`src/rtl/cpu_pkg.sv`:
```
// Shared definitions for the CPU front end: fetch-responder states and word geometry.
package cpu_pkg;

    localparam int XLEN           = 32;
    localparam int BYTES_PER_INST = 4;

    typedef enum logic [1:0] {
        IDLE  = 2'd0,
        ISSUE = 2'd1,
        DRAIN = 2'd2
    } fetch_state_e;

endpackage

```
`src/rtl/inst_fetch_responder.sv`:
```
// Fetches four bytes from an 8-bit, 1-cycle-latency RAM and returns one little-endian instruction.
// Latency: ok six cycles after req is accepted, plus one cycle per mem_busy cycle while issuing.
// Backpressure: ready low while a fetch is in flight; mem_busy stalls byte issue; flush aborts.
module inst_fetch_responder
    import cpu_pkg::*;
#(
    parameter int ADDR_W = 17
) (
    input  logic              clk,
    input  logic              rst,
    input  logic              req,
    input  logic [31:0]       pc,
    input  logic              flush,
    input  logic              mem_busy,
    input  logic [7:0]        mem_din,
    output logic [ADDR_W-1:0] mem_a,
    output logic              mem_rd_en,
    output logic              ready,
    output logic              ok,
    output logic [XLEN-1:0]   dt
);

    fetch_state_e      state_q, state_d;
    logic [ADDR_W-1:0] pc_q, pc_d;
    logic [1:0]        issue_cnt_q, issue_cnt_d;
    logic [1:0]        cap_cnt_q, cap_cnt_d;
    logic              inflight_q, inflight_d;
    logic [XLEN-1:0]   shadow_q, shadow_d;
    logic [XLEN-1:0]   dt_q, dt_d;
    logic              ok_q, ok_d;
    logic [ADDR_W-1:0] mem_a_q, mem_a_d;
    logic              mem_rd_en_q, mem_rd_en_d;
    logic              unused_pc;

    assign unused_pc = ^pc[31:ADDR_W];

    always_comb begin
        state_d     = state_q;
        pc_d        = pc_q;
        issue_cnt_d = issue_cnt_q;
        cap_cnt_d   = cap_cnt_q;
        inflight_d  = mem_rd_en_q;
        shadow_d    = shadow_q;
        dt_d        = dt_q;
        ok_d        = 1'b0;
        mem_a_d     = mem_a_q;
        mem_rd_en_d = 1'b0;

        // A read strobed last cycle returns its byte now, whatever mem_busy is doing.
        if (inflight_q) begin
            shadow_d[{cap_cnt_q, 3'b000} +: 8] = mem_din;
            cap_cnt_d = cap_cnt_q + 2'd1;
            if (cap_cnt_q == 2'(BYTES_PER_INST - 1)) begin
                ok_d    = 1'b1;
                dt_d    = shadow_d;
                state_d = IDLE;
            end
        end

        case (state_q)
            IDLE: begin
                if (req) begin
                    pc_d        = pc[ADDR_W-1:0];
                    issue_cnt_d = 2'd0;
                    state_d     = ISSUE;
                    // Byte 0 goes out on the accept edge so mem_a shows pc in the next cycle.
                    if (!mem_busy) begin
                        mem_a_d     = pc[ADDR_W-1:0];
                        mem_rd_en_d = 1'b1;
                        issue_cnt_d = 2'd1;
                    end
                end
            end
            ISSUE: begin
                if (!mem_busy) begin
                    mem_a_d     = pc_q + ADDR_W'(issue_cnt_q);
                    mem_rd_en_d = 1'b1;
                    issue_cnt_d = issue_cnt_q + 2'd1;
                    if (issue_cnt_q == 2'(BYTES_PER_INST - 1)) begin
                        state_d = DRAIN;
                    end
                end
            end
            DRAIN: begin
            end
            default: begin
                state_d = IDLE;
            end
        endcase

        if (flush) begin
            state_d     = IDLE;
            issue_cnt_d = 2'd0;
            cap_cnt_d   = 2'd0;
            inflight_d  = 1'b0;
            shadow_d    = shadow_q;
            dt_d        = dt_q;
            ok_d        = 1'b0;
            mem_a_d     = mem_a_q;
            mem_rd_en_d = 1'b0;
        end
    end

    always_ff @(posedge clk or negedge rst) begin
        if (!rst) begin
            state_q     <= IDLE;
            pc_q        <= '0;
            issue_cnt_q <= 2'd0;
            cap_cnt_q   <= 2'd0;
            inflight_q  <= 1'b0;
            shadow_q    <= '0;
            dt_q        <= '0;
            ok_q        <= 1'b0;
            mem_a_q     <= '0;
            mem_rd_en_q <= 1'b0;
        end else begin
            state_q     <= state_d;
            pc_q        <= pc_d;
            issue_cnt_q <= issue_cnt_d;
            cap_cnt_q   <= cap_cnt_d;
            inflight_q  <= inflight_d;
            shadow_q    <= shadow_d;
            dt_q        <= dt_d;
            ok_q        <= ok_d;
            mem_a_q     <= mem_a_d;
            mem_rd_en_q <= mem_rd_en_d;
        end
    end

    assign ready     = (state_q == IDLE);
    assign ok        = ok_q;
    assign dt        = dt_q;
    assign mem_a     = mem_a_q;
    assign mem_rd_en = mem_rd_en_q;

endmodule

```
`config.mk`:
```
export PLATFORM = sky130hd
export DESIGN_NAME = inst_fetch_responder
export DESIGN_NICKNAME = d
export VERILOG_FILES = /design/src/rtl/cpu_pkg.sv /design/src/rtl/inst_fetch_responder.sv
export SDC_FILE = /design/constraint.sdc
export NUM_CORES = 1
export LEC_CHECK = 0
export ABC_CLOCK_PERIOD_IN_PS = 2000
export CORE_MARGIN = 4
export CORE_UTILIZATION = 48
export DETAILED_ROUTE_END_ITERATION = 12
export DONT_BUFFER_PORTS = 1
export PLACE_DENSITY = 0.7
export SKIP_LAST_GASP = 1
export SLEW_MARGIN = 40
export SYNTH_ARGS = -nofsm -noshare
export SYNTH_HDL_FRONTEND = slang
export SYNTH_SLANG_ARGS = --single-unit
export TNS_END_PERCENT = 50
```
`constraint.sdc`:
```
create_clock -name clk -period 2 [get_ports clk]
set_clock_uncertainty 0.15 [all_clocks]
set_input_delay 0.6 -clock clk [delete_from_list [all_inputs] [get_ports clk]]
set_output_delay 0.6 -clock clk [all_outputs]
set_load 0.02 [all_outputs]
```
==> flow_summary.yaml <==
logic_synthesis:
  synth-seq-area-share_pct: 53.9
  syn-mean-instance-area_sq_um: 10.6
  synthFlopType: "dfrtp_1"
  synth.net_count: 525
  synthTopCellsByArea: "dfrtp_1, nor2b_1, nand2_1"
  synth_largest_area_cell: "dfrtp_1"
  synth_most_common_cell: "dfrtp_1"
  synth.top_cell.area_share_pct: 53.9
  synth.ff_latch_count: 107
  synth_area_sq_um: 4970
  ys_top_cells_by_count: "dfrtp_1, nand2_1, a21oi_1"
  syn-instance-count: 470
  ys_warn_count: 0
  ys_async_sr_fraction_pct: 100
  synth_edf_count: 0
  synth.distinct_cells: 46
floorplan:
  top_level_ports: 97
  die_w_um: 110
  dieArea_sq_um: 12000
  initial_core_util_pct: 50.2
  coreArea_sq_um: 9910
  die_y_um: 110
  rows: 36
grt:
  grt_pass1_vias: 3436
  grtUsageTotal_pct: 18.4
  antenna_found_initial: 0
  grt_start_max_net_pins: 108
  grt_pass1_wl_mm: 17.3
  grt_overflow: 0
final_layout:
  final_nets: 524
  drive_above_1_share_pct: 14.6
  fin_area_sq_um: 5370
  fillers: 896
  fin_util_pct: 54.2
  syn2layout_area_growth_pct: 8.06
  layout.cells.non_filler: 607
  antennaDiodeCount: 0
clock_tree:
  cts.clk_slew.worst_paths_ns: 0.10
  cts_root_buf: "clkbuf_8"
  clk_latency_ns: 0.35
  clk_path_buf_depth: 2
  cts.sinks: 107
  htree_levels: 3
  post_cts_buffers: 0
  numCtsBuffers: 9
  cts_tree: "yes"
power_and_ir_drop:
  p_int_uw: 3190
  ir_drop_mv: 0.452
  power.leakage_uw: 0.00243
  p_sw_uw: 1150
  p_sw_share_pct: 26.5
  pwr-share-comb_pct: 10.1
  power_uw: 4350
  power.density_nw_per_um2: 809
  pwr-share-clk_pct: 30.3
  p_seq_share_pct: 59.6
timing:
  rsz0062_at_grt: "true"
  worstMarginPinSlew_ns: 0.563
  finalSetupViolCount: 0
  hold_viol: 107
  slew_viol_final: 0
  fmax_mhz: 516
  fin_hold_ws_ns: -0.223
  min_period_over_period_pct: 97.0
  slew_headroom_pct: 62.5
  min_period_ns: 1.94
worst_setup_path:
  path_buf_inv: 1
  r2r_cells: 7
  cp_cell_sequence: "ha_1 > inv_1 > fa_2 > nor4_4 > nand3_1 > xor2_1 > o211ai_1"
  ff2ff_setup_slack_ns: 0.06
  cp-start-kind: "register"
  cp-end-kind: "register"
  r2r_start: "issue_cnt_q[0]"
  critPathMaxFanout: 4
  cp_top_family: "adder cells"
  crit-reg2reg-capture: "mem_a[14]"
  cp.depth: 7
  max_stage_delay_ns: 0.40
  cp.required_ns: 2.12
  arrival_ns: 2.06
  crit_type: "reg -> reg"
  worst_path_max_delay_cell: "fa_2"
run:
  drv_cap: 0
routing:
  antenna_left: 0
  dr.pass1.iters: 4
  dr.first_iter.drc_count: 171
  avgViaCountPerCell: 5.52
  wl_per_cell_um: 17.4
  vias: 3350
  wl_mm: 10.6
  drc: 0
place:
  place.detailed.hpwl_mm: 7.24
  place_inst: 591
  gp_congestion: 0.783
  io_buffers: 0
  placed_cell_area_sq_um: 5170
run_status:
  failed_checks: "hold timing"
  outcome: "finished with violations"
worst_hold_path:
  hold_path_class: "in -> async"
worst max-delay path by stage:
stage	from	end	slack [ns]
finish	issue_cnt_q[0]	mem_a[14]	0.06
global route	pc_q[0]	mem_a[14]	-0.04
CTS	issue_cnt_q[0]	mem_a[14]	0.03
detailed placement	issue_cnt_q[0]	mem_a[14]	-0.08
global placement	issue_cnt_q[0]	mem_a[14]	0.02
floorplan	cap_cnt_q[0]	shadow_q[16]	0.04
flip-flops by register name, summed over array words and instances (netlist names), 2 cells and up:
name,count
cap_cnt_q,2
dt,32
issue_cnt_q,2
mem_a,17
pc_q,17
shadow_q,32
state_q,2
repair_timing:
item	CTS	global route
hold endpoints to repair	107	107
endpoints found under the setup margin	2	14
pin swaps	1	0
gates resized for setup	0	1
cloned	0	0
power groups by stage:
stage | registers [uW] | logic [uW] | clock network [uW]
2_1_floorplan | 2590 | 374 | 0
3_3_place_gp | 2630 | 426 | 0
3_5_place_dp | 2630 | 444 | 0
4_1_cts | 2590 | 446 | 1360
5_1_grt | 2620 | 491 | 1450
6_report | 2590 | 440 | 1310
layout by cell type, fill, tap and decap left out, types with 9 or more instances in the layout:
| cell type | synthesis | routed |
|---|---|---|
| nor2_1 | 21 | 21 |
| a22o_1 | 24 | 24 |
| buf_4 | 1 | 15 |
| o21ai_0 | 33 | 33 |
| clkbuf_8 | 0 | 10 |
| o21ai_1 | 9 | 9 |
| dfrtp_1 | 107 | 106 |
| nand3_1 | 10 | 10 |
| xor2_1 | 12 | 12 |
| mux2_2 | 16 | 16 |
| a21oi_1 | 40 | 40 |
| nor2b_1 | 36 | 36 |
| nand2_1 | 57 | 57 |
per-stage QoR:
| step | setup TNS [ns] | setup WS (ns) | hold slack, ns |
|---|---|---|---|
| floorplan | 0 | 0.0392 | 0.154 |
| global placement | 0 | 0.0244 | 0.157 |
| detailed placement | -0.0848 | -0.0848 | 0.157 |
| CTS | 0 | 0.0342 | -0.242 |
| global route | -0.107 | -0.0433 | -0.270 |
| finish | 0 | 0.0604 | -0.223 |
layer usage:
| layer | part of all wire, % | global-route usage (%) | vias to the layer above | wire length [um] |
|---|---|---|---|---|
| li1 | - | - | 1619 | - |
| met1 | 43 | 22.6 | 1627 | 4490 |
| met2 | 47 | 29.9 | 99 | 4990 |
| met3 | 9.5 | 8.46 | 5 | 1000 |
| met4 | 0.67 | 4.19 | 0 | 71 |
| met5 | 0 | 0 | - | 0 |
logic make-up (layout without fill, tap and decap cells):
group / after synthesis / in the layout / synth area share, %
muxes: 21 / 21 / 4.63
buffers and inverters: 37 / 41 / 3.80
and+or+nand+nor: 153 / 153 / 16.3
DFF: 107 / 107 / 53.9
adders and majority gates: 10 / 10 / 2.67
AOI/OAI and AO/OA: 126 / 126 / 15.9
xor gates and xnor gates: 16 / 16 / 2.82
worst reg2reg max path: stages, from the launching register on:
cell	delay (ns)
dfrtp_1	0.37
ha_1	0.16
inv_1	0.06
fa_2	0.40
nor4_4	0.26
nand3_1	0.14
xor2_1	0.16
o211ai_1	0.16
final cells by class:
type / count / area [sq um] / share of cell area, %
clock inverter: 4 / 48.8 / 0.909
clock buffer: 12 / 145 / 2.70
inverter: 7 / 38.8 / 0.722
tap: 133 / 166 / 3.10
multi-input combinational: 326 / 2120 / 39.5
sequential: 107 / 2680 / 49.9
timing repair buffer: 18 / 173 / 3.22
No activity file was read; power rests on OpenSTA's default activity.
